`config.mk`:
```
export PLATFORM = sky130hd
export DESIGN_NAME = nn_infer_sequencer
export DESIGN_NICKNAME = d
export VERILOG_FILES = /design/src/rtl/nn_pkg.sv /design/src/rtl/nn_mac.sv /design/src/rtl/nn_infer_sequencer.sv
export SDC_FILE = /design/constraint.sdc
export NUM_CORES = 1
export LEC_CHECK = 0
export ABC_AREA = 1
export CORE_ASPECT_RATIO = 1.5
export CORE_UTILIZATION = 50
export DETAILED_ROUTE_END_ITERATION = 8
export GPL_ROUTABILITY_DRIVEN = 0
export PLACE_DENSITY = 0.78
export SLEW_MARGIN = 40
export SYNTH_ARGS = -nofsm -noshare
export SYNTH_HDL_FRONTEND = slang
export SYNTH_SLANG_ARGS = --single-unit
```
`constraint.sdc`:
```
create_clock -name pi_clk -period 5.45 [get_ports pi_clk]
set_input_delay 1.3625 -clock pi_clk [delete_from_list [all_inputs] [get_ports pi_clk]]
set_output_delay 1.3625 -clock pi_clk [all_outputs]
set_load 0.05 [all_outputs]
```
`src/rtl/nn_pkg.sv`:
```
// Shared types and default dimensions for the inference layer sequencer.
package nn_pkg;

    localparam int LENGTH = 28;
    localparam int WIDTH  = 28;
    localparam int N_OUT  = 10;
    localparam int PIX_W  = 8;
    localparam int W_W    = 8;
    localparam int ACC_W  = 26;

    typedef logic [PIX_W-1:0]        pix_t;
    typedef logic signed [W_W-1:0]   weight_t;
    typedef logic signed [ACC_W-1:0] acc_t;

    typedef enum logic [2:0] {IDLE, LOAD, DRAIN, BIAS, CMP, DONE} state_t;

endpackage

```
`src/rtl/nn_mac.sv`:
```
// Unsigned-pixel x signed-weight multiply-accumulate with clear, enable and a
// bias path that adds the sign-extended weight operand directly.
module nn_mac #(
    parameter int PIX_W = 8,
    parameter int W_W   = 8,
    parameter int ACC_W = 26
) (
    input  logic                    clk_i,
    input  logic                    rst_n_i,
    input  logic                    clr_i,
    input  logic                    en_i,
    input  logic                    bias_i,
    input  logic [PIX_W-1:0]        pix_i,
    input  logic signed [W_W-1:0]   w_i,
    output logic signed [ACC_W-1:0] acc_o
);

    localparam int PROD_W = PIX_W + W_W + 1;

    logic signed [PROD_W-1:0] prod;
    logic signed [ACC_W-1:0]  addend;
    logic signed [ACC_W-1:0]  acc_q, acc_d;

    always_comb begin
        prod   = PROD_W'($signed({1'b0, pix_i})) * PROD_W'(w_i);
        addend = bias_i ? ACC_W'(w_i) : ACC_W'(prod);
        acc_d  = acc_q;
        if (clr_i) begin
            acc_d = '0;
        end else if (en_i) begin
            acc_d = acc_q + addend;  // wraps modulo 2^ACC_W
        end
    end

    always_ff @(posedge clk_i) begin
        if (!rst_n_i) begin
            acc_q <= '0;
        end else begin
            acc_q <= acc_d;
        end
    end

    assign acc_o = acc_q;

endmodule

```
`src/rtl/nn_infer_sequencer.sv`:
```
// Fully-connected layer sequencer: walks pixel/weight addresses, accumulates per
// neuron and reports the argmax class. Define NN_BIAS_EN to add per-neuron biases.
module nn_infer_sequencer #(
    parameter int  N_PIXELS = nn_pkg::LENGTH * nn_pkg::WIDTH,
    parameter int  N_OUT    = nn_pkg::N_OUT,
    parameter int  PIX_W    = nn_pkg::PIX_W,
    parameter int  W_W      = nn_pkg::W_W,
    parameter int  ACC_W    = nn_pkg::ACC_W,
    localparam int PA_W     = $clog2(N_PIXELS),
    localparam int WA_W     = $clog2(N_OUT * N_PIXELS + N_OUT)
) (
    input  logic                  pi_clk,
    input  logic                  rst_n,
    input  logic                  start,
    input  logic                  img_ready,
    output logic [PA_W-1:0]       pix_addr,
    input  logic [PIX_W-1:0]      pix_rd_data,
    output logic [WA_W-1:0]       w_addr,
    input  logic signed [W_W-1:0] w_rd_data,
    output logic                  busy,
    output logic                  done,
    output logic [3:0]            class_out,
    output logic                  class_valid
);

    import nn_pkg::*;

    state_t                  state_q, state_d;
    logic [3:0]              j_q, j_d;
    logic [3:0]              best_idx_q, best_idx_d;
    logic [3:0]              class_out_q, class_out_d;
    logic [PA_W-1:0]         pix_addr_q, pix_addr_d;
    logic [WA_W-1:0]         w_addr_q, w_addr_d;
    logic signed [ACC_W-1:0] best_q, best_d;
    logic signed [ACC_W-1:0] acc;
    logic                    busy_q, busy_d;
    logic                    done_q, done_d;
    logic                    class_valid_q, class_valid_d;
    logic                    mac_clr, mac_en, mac_bias;
    logic                    last_pix, last_neuron;
`ifdef NN_BIAS_EN
    logic                    bias_ph_q, bias_ph_d;
`endif

    assign last_pix    = (pix_addr_q == PA_W'(N_PIXELS - 1));
    assign last_neuron = (j_q == 4'(N_OUT - 1));

    nn_mac #(
        .PIX_W (PIX_W),
        .W_W   (W_W),
        .ACC_W (ACC_W)
    ) u_mac (
        .clk_i   (pi_clk),
        .rst_n_i (rst_n),
        .clr_i   (mac_clr),
        .en_i    (mac_en),
        .bias_i  (mac_bias),
        .pix_i   (pix_rd_data),
        .w_i     (w_rd_data),
        .acc_o   (acc)
    );

    always_ff @(posedge pi_clk) begin
        if (!rst_n) begin
            state_q       <= IDLE;
            j_q           <= '0;
            best_idx_q    <= '0;
            class_out_q   <= '0;
            pix_addr_q    <= '0;
            w_addr_q      <= '0;
            best_q        <= '0;
            busy_q        <= 1'b0;
            done_q        <= 1'b0;
            class_valid_q <= 1'b0;
`ifdef NN_BIAS_EN
            bias_ph_q     <= 1'b0;
`endif
        end else begin
            state_q       <= state_d;
            j_q           <= j_d;
            best_idx_q    <= best_idx_d;
            class_out_q   <= class_out_d;
            pix_addr_q    <= pix_addr_d;
            w_addr_q      <= w_addr_d;
            best_q        <= best_d;
            busy_q        <= busy_d;
            done_q        <= done_d;
            class_valid_q <= class_valid_d;
`ifdef NN_BIAS_EN
            bias_ph_q     <= bias_ph_d;
`endif
        end
    end

    always_comb begin
        state_d = state_q;
        unique case (state_q)
            IDLE:    if (start && img_ready) state_d = LOAD;
            LOAD:    if (last_pix) state_d = DRAIN;
`ifdef NN_BIAS_EN
            DRAIN:   state_d = BIAS;
            BIAS:    if (bias_ph_q) state_d = CMP;
`else
            DRAIN:   state_d = CMP;
            BIAS:    state_d = IDLE;
`endif
            CMP:     state_d = last_neuron ? DONE : LOAD;
            DONE:    state_d = IDLE;
            default: state_d = IDLE;
        endcase
    end

    always_comb begin
        j_d           = j_q;
        best_idx_d    = best_idx_q;
        class_out_d   = class_out_q;
        pix_addr_d    = pix_addr_q;
        w_addr_d      = w_addr_q;
        best_d        = best_q;
        busy_d        = busy_q;
        done_d        = 1'b0;
        class_valid_d = class_valid_q;
        mac_clr       = 1'b0;
        mac_en        = 1'b0;
        mac_bias      = 1'b0;
`ifdef NN_BIAS_EN
        bias_ph_d     = bias_ph_q;
`endif
        unique case (state_q)
            IDLE: begin
                if (start && img_ready) begin
                    j_d        = '0;
                    pix_addr_d = '0;
                    w_addr_d   = '0;
                    mac_clr    = 1'b1;
                    busy_d     = 1'b1;
                end
            end
            LOAD: begin
                // read data lags the address by one cycle, so k=0 has nothing yet
                mac_en = (pix_addr_q != '0);
                if (!last_pix) begin
                    pix_addr_d = pix_addr_q + PA_W'(1);
                    w_addr_d   = w_addr_q + WA_W'(1);
                end
            end
            DRAIN: begin
                mac_en = 1'b1;
`ifdef NN_BIAS_EN
                w_addr_d  = WA_W'(N_OUT * N_PIXELS + int'(j_q));
                bias_ph_d = 1'b0;
`endif
            end
            BIAS: begin
`ifdef NN_BIAS_EN
                bias_ph_d = 1'b1;
                mac_en    = bias_ph_q;
                mac_bias  = bias_ph_q;
`endif
            end
            CMP: begin
                // strict compare keeps the lowest index on ties
                if (j_q == '0 || acc > best_q) begin
                    best_d     = acc;
                    best_idx_d = j_q;
                end
                if (!last_neuron) begin
                    j_d        = j_q + 4'd1;
                    pix_addr_d = '0;
                    w_addr_d   = WA_W'((int'(j_q) + 1) * N_PIXELS);
                    mac_clr    = 1'b1;
                end
            end
            DONE: begin
                class_out_d   = best_idx_q;
                class_valid_d = 1'b1;
                done_d        = 1'b1;
                busy_d        = 1'b0;
            end
            default: ;
        endcase
    end

    assign pix_addr    = pix_addr_q;
    assign w_addr      = w_addr_q;
    assign busy        = busy_q;
    assign done        = done_q;
    assign class_out   = class_out_q;
    assign class_valid = class_valid_q;

endmodule

```
==> flow_summary.yaml, run 1 <==
yosys:
  seq_area_frac_synth_pct: 21.4
  synth_area_um2: 8710
  yosysUniqueCellTypes: 49
  synth_top_flop_cell: "dfxtp_1"
  avgSynthCellArea_um2: 7.27
  yosys_warnings: 0
  async_flop_share_pct: 0
  synthCells: 1198
  syn-num-nets: 1392
  synth_edf_count: 0
  synth_seq_cells: 93
worst_hold_path:
  holdPathStages: 2
  whs_endpoint: "class_out[1]"
  hp-class: "reg2reg"
  hp-start: "best_idx_q[1]"
floorplanning:
  io_pins: 50
  start_util_pct: 51.5
  die_height_um: 164
  die_area_um2: 18000
  die_x_um: 110
  coreArea_um2: 16900
  rows: 58
critical_path:
  critPathSlowestCell: "fa_2"
  critPathArrivalTime_ns: 5.64
  critPathBufInv: 5
  critPathKind: "in2reg"
  cp_data_required_time_ns: 5.70
  cp_cell_sequence: "clkdlybuf4s15_2 -> buf_6 -> nand2_1 -> fa_1 -> inv_1 -> fa_2 -> fa_2 -> fa_2 -> ha_1 -> ha_4 -> a21oi_2 -> o21ai_1 -> a21oi_1 -> o21ai_0 -> buf_4 -> a21oi_1 -> xor2_1 -> nand2_1 -> nand2_1 -> inv_1"
  reg2reg_to: "u_mac.acc_o[13]"
  rrSetupSlack_ns: 0.88
  ff2ff_path_depth: 21
  r2r-start: "u_mac.acc_o[6]"
  cp-end-kind: "register"
  path_delay_family: "adder cells"
  cp-start-kind: "input port"
  slowest_delay_ns: 0.57
  cp_max_fo: 7
  crit_start: "pix_rd_data[5]"
power_and_ir_drop:
  ir_drop_uv: 234
  power_density_nw_per_um2: 309
  cellLeakagePower_nw: 5.14
clock_tree:
  clock_sinks: 93
  clkLatencyLatePin_ns: 0.35
  htree_levels: 3
  cts.reportedPaths.clkPinSlew_ns: 0.07
  cts_buffers: 9
  cts_tree: "built"
  cts_root_buffer: "clkbuf_16"
  cts_hold_buffers: 0
  clock_path_buffers: 2
cells_and_area:
  nNetsFinal: 1476
  n_antenna_cell: 0
  areaGrowthSynthToFinish_pct: 19.0
  final_util_pct: 61.3
  drive_above_1_share_pct: 14.8
  final_area_um2: 10400
grt:
  grt_max_degree: 70
  antenna_found_initial: 0
  busiest_layer: "met2"
  grt_pass1_wl_um: 33700
  grt.met1_usage_pct: 24.9
  grt_pass1_vias: 7803
  track_usage_pct: 23.5
  met2_usage_pct: 44.6
  grt.met3_usage_pct: 2.27
  gr-total-overflow: 0
job:
  cap_viol_max_count: 0
sta:
  hold_viol: 0
  fmax_mhz: 186
  finalSetupViolCount: 0
  finClkSkew_ns: 0.00967
  slew_violations: 0
  layout_min_cycle_time_ns: 5.39
  worstMarginPinSlew_ns: 0.703
  hold_ws_ns: 0.446
  finalSetupTns_ns: 0
  fin_crit_sh_pct: 98.9
  rsz0062_at_grt: "yes"
  slew_headroom_pct: 53.1
detailed_routing:
  drt_iter0_markers: 409
  remaining_drc_errors: 0
  drt_pre_antenna_iters: 5
  ant_nets: 0
  avgViaCountPerCell: 5.24
  via_count: 7840
  wl_per_cell_um: 13.7
  wl_um: 20500
placement:
  io_buffers: 49
  place_hpwl_um: 15600
  place_area_um2: 9790
status:
  status: "complete, no violations"
[power by group]
part	switching [mW]	internal, mW
clock	0.271	0.399
sequential	0.0154	0.694
combinational	0.969	0.855
total	1.26	1.95
[Yosys cell counts (3+ instances only)]
master / n / area [µm²]
dfxtp_1: 93 / 1860
o21a_1: 3 / 22.5
o21ai_0: 35 / 175
inv_1: 213 / 800
a211oi_1: 3 / 22.5
o211ai_1: 3 / 22.5
o22ai_1: 4 / 25.0
buf_1: 5 / 18.8
clkbuf_1: 23 / 86.3
a21oi_2: 10 / 87.6
fa_1: 51 / 1020
nand3_1: 66 / 330
nor2_1: 83 / 312
nand2_1: 258 / 968
o21ai_2: 10 / 87.6
a21o_1: 4 / 30.0
or2_2: 5 / 31.3
inv_2: 4 / 15.0
nand4_1: 16 / 100
nor3_1: 17 / 85.1
xnor2_1: 13 / 114
buf_2: 13 / 65.1
xor2_1: 16 / 140
ha_1: 123 / 1540
a21oi_1: 87 / 435
o21ai_1: 4 / 20.0
a21boi_0: 3 / 22.5
[stage by stage]
step / setup WS (ns) / instances / power (mW)
2_1_floorplan: -0.0149 / 1198 / 1.63
3_3_place_gp: -0.818 / 1477 / 2.12
3_5_place_dp: -0.936 / 1477 / 2.16
4_1_cts: 0.00348 / 1494 / 2.97
5_1_grt: -0.127 / 1496 / 3.40
6_report: 0.0592 / 1496 / 3.20
[routing by layer]
layer | vias up | wire length, µm
met5 | - | 0
met4 | 0 | 1010
met3 | 68 | 553
met2 | 170 | 10900
met1 | 3651 | 8060
li1 | 3951 | -
[how the worst max path moves through the flow]
stage                       to  slack [ns]  depth (start not counted)
3_3_place_gp   u_mac.acc_o[13]       -0.82                         21
6_report       u_mac.acc_o[25]        0.06                         20
3_5_place_dp   u_mac.acc_o[19]       -0.94                         20
5_1_grt        u_mac.acc_o[13]       -0.13                         21
4_1_cts        u_mac.acc_o[20]       0.003                         18
2_1_floorplan  u_mac.acc_o[16]       -0.01                         18
[what timing repair did]
| item | 4_1_cts | 5_1_grt |
|---|---|---|
| endpoints found under the hold margin | 0 | 0 |
| resized for setup | 65 | 53 |
| setup endpoints to repair | 18 | 15 |
| buffers inserted | 2 | 2 |
| pin swaps | 15 | 30 |
[cells in the final DEF (no fill, tap or decap), types with 18 or more instances in the layout]
master,count
a21oi_1,76
a21oi_2,18
buf_4,69
clkdlybuf4s50_1,33
dfxtp_1,93
fa_1,44
ha_1,114
inv_1,212
nand2_1,250
nand3_1,65
nor2_1,80
o21ai_0,32
[worst reg2reg max path: stages, from the launching register on]
cell      delay, ns
dfxtp_1        0.37
inv_1          0.11
fa_1           0.54
inv_1          0.05
fa_1           0.50
inv_1          0.05
fa_1           0.47
inv_1          0.05
fa_1           0.45
fa_2           0.48
ha_4           0.33
nand2_4        0.06
inv_2          0.05
a21boi_2       0.05
buf_4          0.15
o21ai_4        0.20
nand2_1        0.11
nand2_2        0.10
xnor2_2        0.11
nand2_1        0.09
nand3_1        0.12
inv_1          0.04
[cell type report]
cell class / count / area, µm²
tap: 210 / 263
clock buffer: 9 / 225
clock inverter: 6 / 88.8
sequential: 93 / 1860
timing repair buffer: 120 / 988
inverter: 219 / 830
fill: 1463 / 6550
multi-input combinational: 839 / 6100
[flip-flops by register name, indices dropped and copies added, names as in the netlist, 3 cells and up]
signal and count:
best_q 26, u_mac.acc_o 26, w_addr 13, pix_addr 10, best_idx_q 4, class_out 4, j_q 4, state_q 3
[kinds of logic (layout without fill, tap and decap cells)]
kind of cell    after synthesis  count (layout)  synth area share [%]
compound gates              171             171                  11.4
simple gates                465             465                  23.0
buf+inv                     266             354                  12.0
flops                        93              93                  21.4
fa+ha+maj                   174             174                  29.4
xor+xnor                     29              29                  2.92
(Power assumes the default switching activity.)
==> run 2: changes to the inputs <==
--- a/config.mk
+++ b/config.mk
@@ -11,6 +11,7 @@
 export DETAILED_ROUTE_END_ITERATION = 8
 export GPL_ROUTABILITY_DRIVEN = 0
 export PLACE_DENSITY = 0.78
+export REMOVE_ABC_BUFFERS = 1
 export SLEW_MARGIN = 40
 export SYNTH_ARGS = -nofsm -noshare
 export SYNTH_HDL_FRONTEND = slang
==> constraint.sdc (replaced) <==
create_clock -name pi_clk -period 4.55 [get_ports pi_clk]
set_input_delay 1.1375 -clock pi_clk [delete_from_list [all_inputs] [get_ports pi_clk]]
set_output_delay 1.1375 -clock pi_clk [all_outputs]
set_load 0.005 [all_outputs]
==> flow_summary.yaml, run 2 (synthesized netlist as in run 1, its figures left out) <==
job:
  cap_viol_max_count: 0
cells_and_area:
  final_common_cell: "nand2_1"
  nNetsFinal: 1503
  areaGrowthSynthToFinish_pct: 25.6
  final_cell_mix: "242 x nand2_1, 208 x inv_1, 109 x ha_1"
  fin_cells: 1524
  drive_above_1_share_pct: 19.7
  n_antenna_cell: 0
  nFillCells: 1364
clock_tree:
  clock_sinks: 93
  htree_levels: 3
  cts_hold_buffers: 0
  cts_buffers: 9
  clkLatencyLatePin_ns: 0.36
  cts_tree: "built"
  cts.reportedPaths.clkPinSlew_ns: 0.08
  clock_path_buffers: 2
  cts_root_buffer: "clkbuf_16"
critical_path:
  cp_max_fo: 4
  critPathSlowestCell: "fa_1"
  cp_cell_sequence: "buf_8 -> clkinv_4 -> or2_4 -> fa_1 -> fa_1 -> inv_1 -> fa_1 -> fa_1 -> fa_2 -> ha_4 -> nand2_4 -> inv_4 -> a21boi_4 -> o21ai_4 -> nand2_1 -> nand2_1 -> xnor2_1 -> nand2_1 -> nand3_1 -> inv_1"
  ff2ff_path_depth: 20
  critPathArrivalTime_ns: 5.36
  cp-start-kind: "input port"
  cp-end-kind: "register"
  cp_data_required_time_ns: 4.81
  cp_common_cell: "fa_1"
  rrSetupSlack_ns: 0.15
  critPathKind: "in2reg"
  slowest_delay_ns: 0.53
sta:
  slew_violations: 0
  fmax_mhz: 196
  slew_headroom_pct: 49.5
  layout_min_cycle_time_ns: 5.10
  finalSetupViolCount: 19
  rsz0062_at_grt: "yes"
  worstMarginPinSlew_ns: 0.755
  fin_crit_sh_pct: 112
  hold_viol: 0
  setup_slack_ns: -0.555
  finClkSkew_ns: 0.0113
  hold_ws_ns: 0.453
power_and_ir_drop:
  intPower_mw: 2.69
  cellLeakagePower_nw: 5.38
  switchingPower_mw: 1.99
  p_seq_share_pct: 18.2
  pwr-share-comb_pct: 64.0
  sw_frac_of_total_pct: 42.5
  power_density_nw_per_um2: 427
  clkPwrFrac_pct: 17.8
  ir_drop_uv: 363
worst_hold_path:
  holdPathStages: 2
  hp-class: "reg2reg"
floorplanning:
  io_pins: 50
  coreArea_um2: 16900
  die_area_um2: 18000
  die_height_um: 164
  rows: 58
  die_x_um: 110
  start_util_pct: 51.5
detailed_routing:
  via_count: 8319
  avgViaCountPerCell: 5.46
  wl_per_cell_um: 15.9
  ant_nets: 0
  drt_pre_antenna_iters: 7
  remaining_drc_errors: 0
  drt_iter0_markers: 638
  wl_um: 24300
placement:
  dp_cells: 1498
  place_hpwl_um: 16800
  io_buffers: 49
grt:
  track_usage_pct: 27.7
  grt_max_degree: 70
  grt_pass1_wl_um: 38700
  gr-total-overflow: 0
  antenna_found_initial: 0
  grt_pass1_vias: 8423
status:
  violations: "setup timing"
  status: "complete, but fails checks"
[run 2: routing by layer]
layer	GRT usage (%)	share of wire (%)	vias up
met5	0	0	-
met2	51.9	52	292
li1	-	-	4010
met3	3.83	3.8	130
met1	26.8	37	3887
met4	20.2	7.4	0
[run 2: per-stage QoR]
step           setup slack (ns)  util, %  area [µm²]  setup TNS [ns]  power [mW]
2_1_floorplan             -1.09        -        8490          -17.16        1.87
3_3_place_gp              -1.66     58.6        9900          -30.88        2.52
3_5_place_dp              -1.75     58.6        9910          -32.81        2.58
4_1_cts                  -0.499     63.1       10700           -6.83        4.06
5_1_grt                  -0.686     64.7       10900          -10.58        4.91
6_report                 -0.555     64.7       10900           -7.87        4.67
[run 2: critical path, delay by kind of cell]
kind	cells	cell delay [ns]
adder cells (fa/ha/maj)	6	2.79
AND/OR/NAND/NOR	6	0.72
buffers and inverters	5	0.31
AO/OA/AOI/OAI	2	0.29
XOR/XNOR	1	0.13
[run 2: what timing repair did]
item | 4_1_cts | 5_1_grt
setup buffers | 5 | 5
pin swaps | 53 | 49
endpoints found under the hold margin | 0 | 0
gates resized for setup | 159 | 57
setup endpoints to repair | 21 | 21
[run 2: final timing paths]
kind	endpoint	start
min reg2reg	class_out[3]	best_idx_q[3]
max reg2reg	u_mac.acc_o[13]	u_mac.acc_o[6]
max	u_mac.acc_o[13]	w_rd_data[7]
min	class_out[3]	best_idx_q[3]
[run 2: final cells by class]
| class | instances | area (µm²) | share of cell area, % |
|---|---|---|---|
| Timing Repair Buffer | 147 | 1250 | 11.5 |
| Clock buffer | 9 | 225 | 2.06 |
| Multi-Input combinational cell | 839 | 6400 | 58.6 |
| Tap cell | 210 | 263 | 2.40 |
| Clock inverter | 7 | 97.6 | 0.892 |
| Inverter | 219 | 830 | 7.59 |
| Sequential cell | 93 | 1860 | 17.0 |
[run 2: power groups by stage]
stage	Sequential, mW	Combinational (mW)	Clock (mW)
5_1_grt	0.852	3.18	0.875
3_5_place_dp	0.868	1.71	0
2_1_floorplan	0.863	1.00	0
6_report	0.850	2.99	0.833
3_3_place_gp	0.868	1.66	0
4_1_cts	0.849	2.37	0.836
